## src/rtl/seq_sched_pkg.sv

```systemverilog
// Shared constants for the time-shared serial pattern detector.
package seq_sched_pkg;

  localparam int NCH_DEF    = 4;
  localparam int MAXLEN_DEF = 8;

  localparam int CH_W  = $clog2(NCH_DEF);
  localparam int LEN_W = $clog2(MAXLEN_DEF + 1);

  // Power-on pattern: 10101, five bits long.
  localparam logic [7:0] DEF_PAT = 8'b0001_0101;
  localparam int         DEF_LEN = 5;

endpackage

```

## src/rtl/seq_match_core.sv

```systemverilog
// Combinational shift-and-compare step for one serial bit.
// A single copy is shared by all channels through the grant mux.
module seq_match_core #(
  parameter int MAXLEN = 8,
  parameter int LEN_W  = 4
) (
  input  logic [MAXLEN-1:0] hist,
  input  logic [LEN_W-1:0]  fill,
  input  logic              din,
  input  logic [MAXLEN-1:0] pattern,
  input  logic [LEN_W-1:0]  len,
  output logic [MAXLEN-1:0] hist_next,
  output logic [LEN_W-1:0]  fill_next,
  output logic              match
);

  logic [MAXLEN-1:0] mask;

  always_comb begin
    hist_next = {hist[MAXLEN-2:0], din};
    fill_next = (fill >= LEN_W'(MAXLEN)) ? LEN_W'(MAXLEN) : fill + 1'b1;

    // Only the most recent len bits take part in the comparison.
    mask = '0;
    for (int i = 0; i < MAXLEN; i++) begin
      mask[i] = (i < int'(len));
    end

    match = (((hist_next ^ pattern) & mask) == '0) &&
            (fill_next >= len) && (len != '0);
  end

endmodule

```

## src/rtl/seq_detect_sched.sv

```systemverilog
// Round-robin scheduler sharing one pattern-match core across NCH serial
// channels, with per-channel history and saturating match counters.
module seq_detect_sched
  import seq_sched_pkg::*;
#(
  parameter int NCH    = 4,
  parameter int MAXLEN = 8,
  parameter int CNTW   = 16
) (
  input  logic                       clk,
  input  logic                       rst,
  input  logic                       en,
  input  logic                       cfg_wr,
  input  logic [MAXLEN-1:0]          cfg_pat,
  input  logic [$clog2(MAXLEN+1)-1:0] cfg_len,
  output logic                       cfg_err,
  input  logic [NCH-1:0]             ch_valid,
  input  logic [NCH-1:0]             ch_bit,
  output logic [NCH-1:0]             ch_ready,
  input  logic                       cnt_clr,
  output logic                       match_valid,
  output logic [$clog2(NCH)-1:0]     match_ch,
  output logic [NCH*CNTW-1:0]        match_cnt
);

  localparam int CW = $clog2(NCH);
  localparam int LW = $clog2(MAXLEN + 1);

  logic [MAXLEN-1:0] hist_reg [NCH];
  logic [LW-1:0]     fill_reg [NCH];
  logic [CNTW-1:0]   cnt_reg  [NCH];
  logic [CW-1:0]     ptr_reg;
  logic [MAXLEN-1:0] pat_reg;
  logic [LW-1:0]     len_reg;

  logic [CW-1:0]     grant;
  logic              found;
  logic              active;
  logic              xfer;
  logic              cfg_ok;
  logic [MAXLEN-1:0] hist_n;
  logic [LW-1:0]     fill_n;
  logic              match;

  // First valid channel at or after ptr, wrapping past NCH-1.
  always_comb begin
    grant = '0;
    found = 1'b0;
    for (int k = 0; k < NCH; k++) begin
      if (!found && ch_valid[(int'(ptr_reg) + k) % NCH]) begin
        found = 1'b1;
        grant = CW'((int'(ptr_reg) + k) % NCH);
      end
    end
  end

  assign active   = en & ~cfg_wr & ~rst;
  assign xfer     = active & found;
  assign ch_ready = xfer ? (NCH'(1) << grant) : '0;
  assign cfg_ok   = (cfg_len != '0) && (cfg_len <= LW'(MAXLEN));

  seq_match_core #(
    .MAXLEN (MAXLEN),
    .LEN_W  (LW)
  ) u_core (
    .hist      (hist_reg[grant]),
    .fill      (fill_reg[grant]),
    .din       (ch_bit[grant]),
    .pattern   (pat_reg),
    .len       (len_reg),
    .hist_next (hist_n),
    .fill_next (fill_n),
    .match     (match)
  );

  always_ff @(posedge clk or posedge rst) begin
    if (rst) begin
      ptr_reg     <= '0;
      pat_reg     <= MAXLEN'(DEF_PAT);
      len_reg     <= LW'(DEF_LEN);
      match_valid <= 1'b0;
      match_ch    <= '0;
      cfg_err     <= 1'b0;
      for (int i = 0; i < NCH; i++) begin
        hist_reg[i] <= '0;
        fill_reg[i] <= '0;
        cnt_reg[i]  <= '0;
      end
    end else begin
      match_valid <= xfer & match;
      cfg_err     <= cfg_wr & ~cfg_ok;
      if (xfer && match) begin
        match_ch <= grant;
      end
      if (xfer) begin
        ptr_reg <= (grant == CW'(NCH - 1)) ? '0 : grant + 1'b1;
      end

      // A new pattern invalidates every partial match in flight.
      if (cfg_wr && cfg_ok) begin
        pat_reg <= cfg_pat;
        len_reg <= cfg_len;
        for (int i = 0; i < NCH; i++) begin
          hist_reg[i] <= '0;
          fill_reg[i] <= '0;
        end
      end else if (xfer) begin
        hist_reg[grant] <= hist_n;
        fill_reg[grant] <= fill_n;
      end

      for (int i = 0; i < NCH; i++) begin
        if (cnt_clr) begin
          cnt_reg[i] <= '0;
        end else if (xfer && match && (grant == CW'(i)) && (cnt_reg[i] != '1)) begin
          cnt_reg[i] <= cnt_reg[i] + 1'b1;
        end
      end
    end
  end

  for (genvar gi = 0; gi < NCH; gi++) begin : g_cnt_out
    assign match_cnt[gi*CNTW +: CNTW] = cnt_reg[gi];
  end

endmodule

```

## config.mk

```make
export PLATFORM = sky130hd
export DESIGN_NAME = seq_detect_sched
export DESIGN_NICKNAME = d
export VERILOG_FILES = /design/src/rtl/seq_sched_pkg.sv /design/src/rtl/seq_match_core.sv /design/src/rtl/seq_detect_sched.sv
export SDC_FILE = /design/constraint.sdc
export NUM_CORES = 1
export LEC_CHECK = 0
export BUFFER_PORTS_ARGS = -buffer_cell sky130_fd_sc_hd__buf_2
export CAP_MARGIN = 20
export CORE_MARGIN = 2
export CORE_UTILIZATION = 45
export DETAILED_ROUTE_END_ITERATION = 16
export PLACE_DENSITY_LB_ADDON = 0.3
export RECOVER_POWER = 25
export SETUP_SLACK_MARGIN = 0.4
export SLEW_MARGIN = 40
export SYNTH_ARGS = -nofsm -noshare
export SYNTH_HDL_FRONTEND = slang
export SYNTH_SLANG_ARGS = --single-unit
```

## constraint.sdc

```tcl
create_clock -name clk -period 6.3 [get_ports clk]
set_input_delay 1.575 -clock clk [delete_from_list [all_inputs] [get_ports clk]]
set_output_delay 1.575 -clock clk [all_outputs]
set_load 0.01 [all_outputs]
```

==> run metrics <==
Initial Utilization=0.4605; Final Hold Fails=0; setup TNS=0 ns; final antenna-violating net count=0; CP Class=in -> reg; Post-Synth Adder-Cell Area=0.02332; sequential area share after synthesis=0.4530; Placer Congestion=0.8540; status=complete, but fails checks; post-synthesis cell count=between 700 and 800; M1 wire length=~8000 um; Clk pwr share=0.414; worst path required time=6.65 ns; vias in the first global route=about 5.6k; die area=around 17000 um2; Avg Cell Area, Syn=about 9.0 um2; Ys Warns=0; Max Slew Vio Count=a little under 90; proportion of layout cells with a drive suffix above 1=0.2105; predominant post-synthesis flop cell=dfrtp_1; met2 WL post-DR=approximately 7600 um; # DRC=0; Startpoint Class=primary input; Post-Syn Area=6974 um2; internal power=about 1.7 mW; Pwr Density=299.4 nW/um2; IO Count=97; CTS Sinks=126; drt first-iter violations=about 580; Final min period=around 5.5 ns; met3 wire len=approximately 630 um; Gate power share=0.216; total gr overflow=0; Design Power=between 2 and 2.5 mW; worst path arrival time=approximately 5.9 ns; root buffer cell=clkbuf_16; Buffers on Ports=between 90 and 100; Max Used Layer=met4; core box area=15150 um2; Total Routing Usage GR=0.2104; Worst slew margin=-0.6405; Nets=900; largest net degree at the start of global routing=56; max FFs per register=64; sequential share of power=0.370; Bufs on Longest Clock Path=2; failing checks=max-capacitance violations, max-slew violations; worst-margin pin slew=roughly 2.4 ns; simple-gate share of the synthesized area=0.2607; CP Capture Type=flip-flop; Fillers=about 1.4k; TritonCTS clock tree=built; number of buffers created by CTS=17; Max Clock Freq=181.6 MHz; largest family of logic cells by synthesized area=simple AND/OR/NAND/NOR gates; unrepaired setup endpoints after global routing=false; HP Class=reg -> reg; first-pass GRT wire length=roughly 28000 um; Worst Clk Skew=roughly 0.007 ns; Post-DP HPWL=between 10000 and 15000 um; MaxCap Viol Count=2; DR vias/cell=5.604; sw frac=0.2957; asr flop ratio synth=1.000; antenna violations before repair=0; first-pass iteration count of the detailed router=4; post-synthesis compound-gate area fraction=0.1186; switching power=between 0.7 and 0.8 mW; critical path peak fanout=17; Post-synth EDFFs=0; Yosys reg bits=about 130; # rows=45; Peak supply drop=0.2031 mV; leakage dissipation=3.905 nW; XOR/XNOR Fraction of Synth Area=0.03391; Routed wire per std cell=15.82 um; post-synth cell types=between 50 and 60; final setup fails=0; CTS HTree Levels=4; Period Utilization, post-route=0.8741; die height=roughly 130 um; Routed Wire Length=16800 um; final hold slack=~0.48 ns; Horiz. Die Dim=~130 um; vias=5951; # diodes=0; mux share of post-synthesis cell area=0.06907; Reg clk slew, reported paths=about 0.060 ns; Syn Nets=around 800; Clk Latency, worst-skew pair=roughly 0.42 ns; Area Overhead vs Synth=18.25%
[metrics by stage]
stage | cell area (um2) | util | setup WS (ns) | instances
5_1_grt | 8247 | 0.5445 | 0.4430 | 1062
3_5_place_dp | 7621 | 0.5032 | 0.1933 | 1030
6_report | 8247 | 0.5445 | 0.7930 | 1062
4_1_cts | 8228 | 0.5432 | 0.6187 | 1061
2_1_floorplan | 6974 | - | 0.5026 | 775
3_3_place_gp | 7616 | 0.5029 | 0.3365 | 1030
[synthesized netlist by cell type, drive strengths merged, types with 2 or more instances]
master / number / share of area
nand2: 79 / 0.043
inv: 26 / 0.014
nor2: 56 / 0.030
a21oi: 38 / 0.027
o31ai: 7 / 0.0075
a31o: 3 / 0.0038
buf: 9 / 0.0086
dfrtp: 121 / 0.43
nor4: 8 / 0.0072
or4: 17 / 0.019
mux2: 22 / 0.036
or4b: 3 / 0.0043
nand4: 4 / 0.0045
clkbuf: 35 / 0.019
nand2b: 8 / 0.0072
nor3: 11 / 0.010
and4: 2 / 0.0025
o21ai: 82 / 0.059
dfstp: 5 / 0.019
ha: 13 / 0.023
nand3: 90 / 0.065
and3: 22 / 0.020
o31a: 2 / 0.0025
nor2b: 17 / 0.015
nand4b: 2 / 0.0047
mux2i: 23 / 0.033
xnor2: 19 / 0.024
nor4b: 2 / 0.0025
or3: 26 / 0.023
xor2: 8 / 0.010
o21bai: 2 / 0.0022
[area by class of cell]
type	instances	area, um2	area share
sequential	126	3159	0.3831
clock inverter	7	135.1	0.01639
tap	188	235.2	0.02852
timing repair buffer	112	595.6	0.07222
inverter	26	98.84	0.01199
clock buffer	24	471.7	0.05720
multi-input combinational	579	3551	0.4306
[power groups by stage]
stage,clock [mW],sequential [mW],combinational [mW]
global placement,0,0.926,0.523
finish,1.02,0.914,0.534
floorplan,0,0.914,0.392
CTS,1.03,0.913,0.532
detailed placement,0,0.926,0.528
global route,1.07,0.921,0.601
[routing by layer]
| metal | global-route usage | vias up |
|---|---|---|
| li1 | - | 2930 |
| met1 | 0.3006 | 2872 |
| met2 | 0.3198 | 123 |
| met3 | 0.03576 | 26 |
| met4 | 0.08568 | 0 |
| met5 | 0 | - |
[cells by family after synthesis]
| logic type | count (synthesis) |
|---|---|
| adder cells (fa/ha/maj) | 13 |
| AND/OR/NAND/NOR | 350 |
| flip-flops | 126 |
| AO/OA/AOI/OAI | 144 |
| buffers and inverters | 70 |
| multiplexers | 45 |
| XOR/XNOR | 27 |
[final timing paths]
kind                             start             to  slack (ns)  cells past startpoint
setup reg to reg            ptr_reg[1]  match_cnt[35]        1.72                     22
hold / removal             match_ch[1]    match_ch[1]        0.48                      2
setup / recovery           ch_valid[2]  match_cnt[35]        0.79                     23
min in group asynchronous          rst     pat_reg[5]        1.82                      2
hold reg to reg            match_ch[1]    match_ch[1]        0.48                      2
max in group asynchronous          rst    fill_reg[5]        2.11                      3
[timing repair]
action / in CTS / in global routing
endpoints found under the setup margin: 0 / 49
hold buffers: 0 / 0
gates resized for setup: 0 / 5
buffers inserted: 0 / 1
[layout by cell type, fill, tap and decap left out, drive strengths merged, types with 2 or more instances in the layout]
cell type	n
ha	13
nor4b	2
nand4	4
xnor2	19
nor2b	17
nand3	90
nor2	56
clkinv	3
nand2b	8
o31ai	7
or4	17
nor4	8
inv	25
bufinv	4
clkbuf	26
nor3	11
dfstp	5
nand4b	2
a31o	3
nand2	79
o21bai	2
o31a	2
a21oi	38
mux2i	23
dfrtp	121
and4	2
and3	22
o21ai	82
xor2	8
or4b	3
or3	26
mux2	22
buf	110
[worst max-delay path: stages]
cell and delay, ns:
buf_2 0.13, nor2b_1 0.13, a221o_1 0.34, and2_2 0.25, inv_2 0.16, nand2_1 0.08
nand3_1 0.08, nand2_1 0.08, inv_1 0.06, ha_1 0.21, nand2_1 0.14, inv_1 0.06
ha_1 0.26, o21ai_0 0.07, a21oi_1 0.13, o221ai_1 0.16, nor4_2 0.34, nand4_2 0.19
buf_4 0.20, or3_4 0.47, buf_4 0.19, or4_1 0.46, nand2_1 0.08
Note: power is estimated with default switching activity, not from simulation.
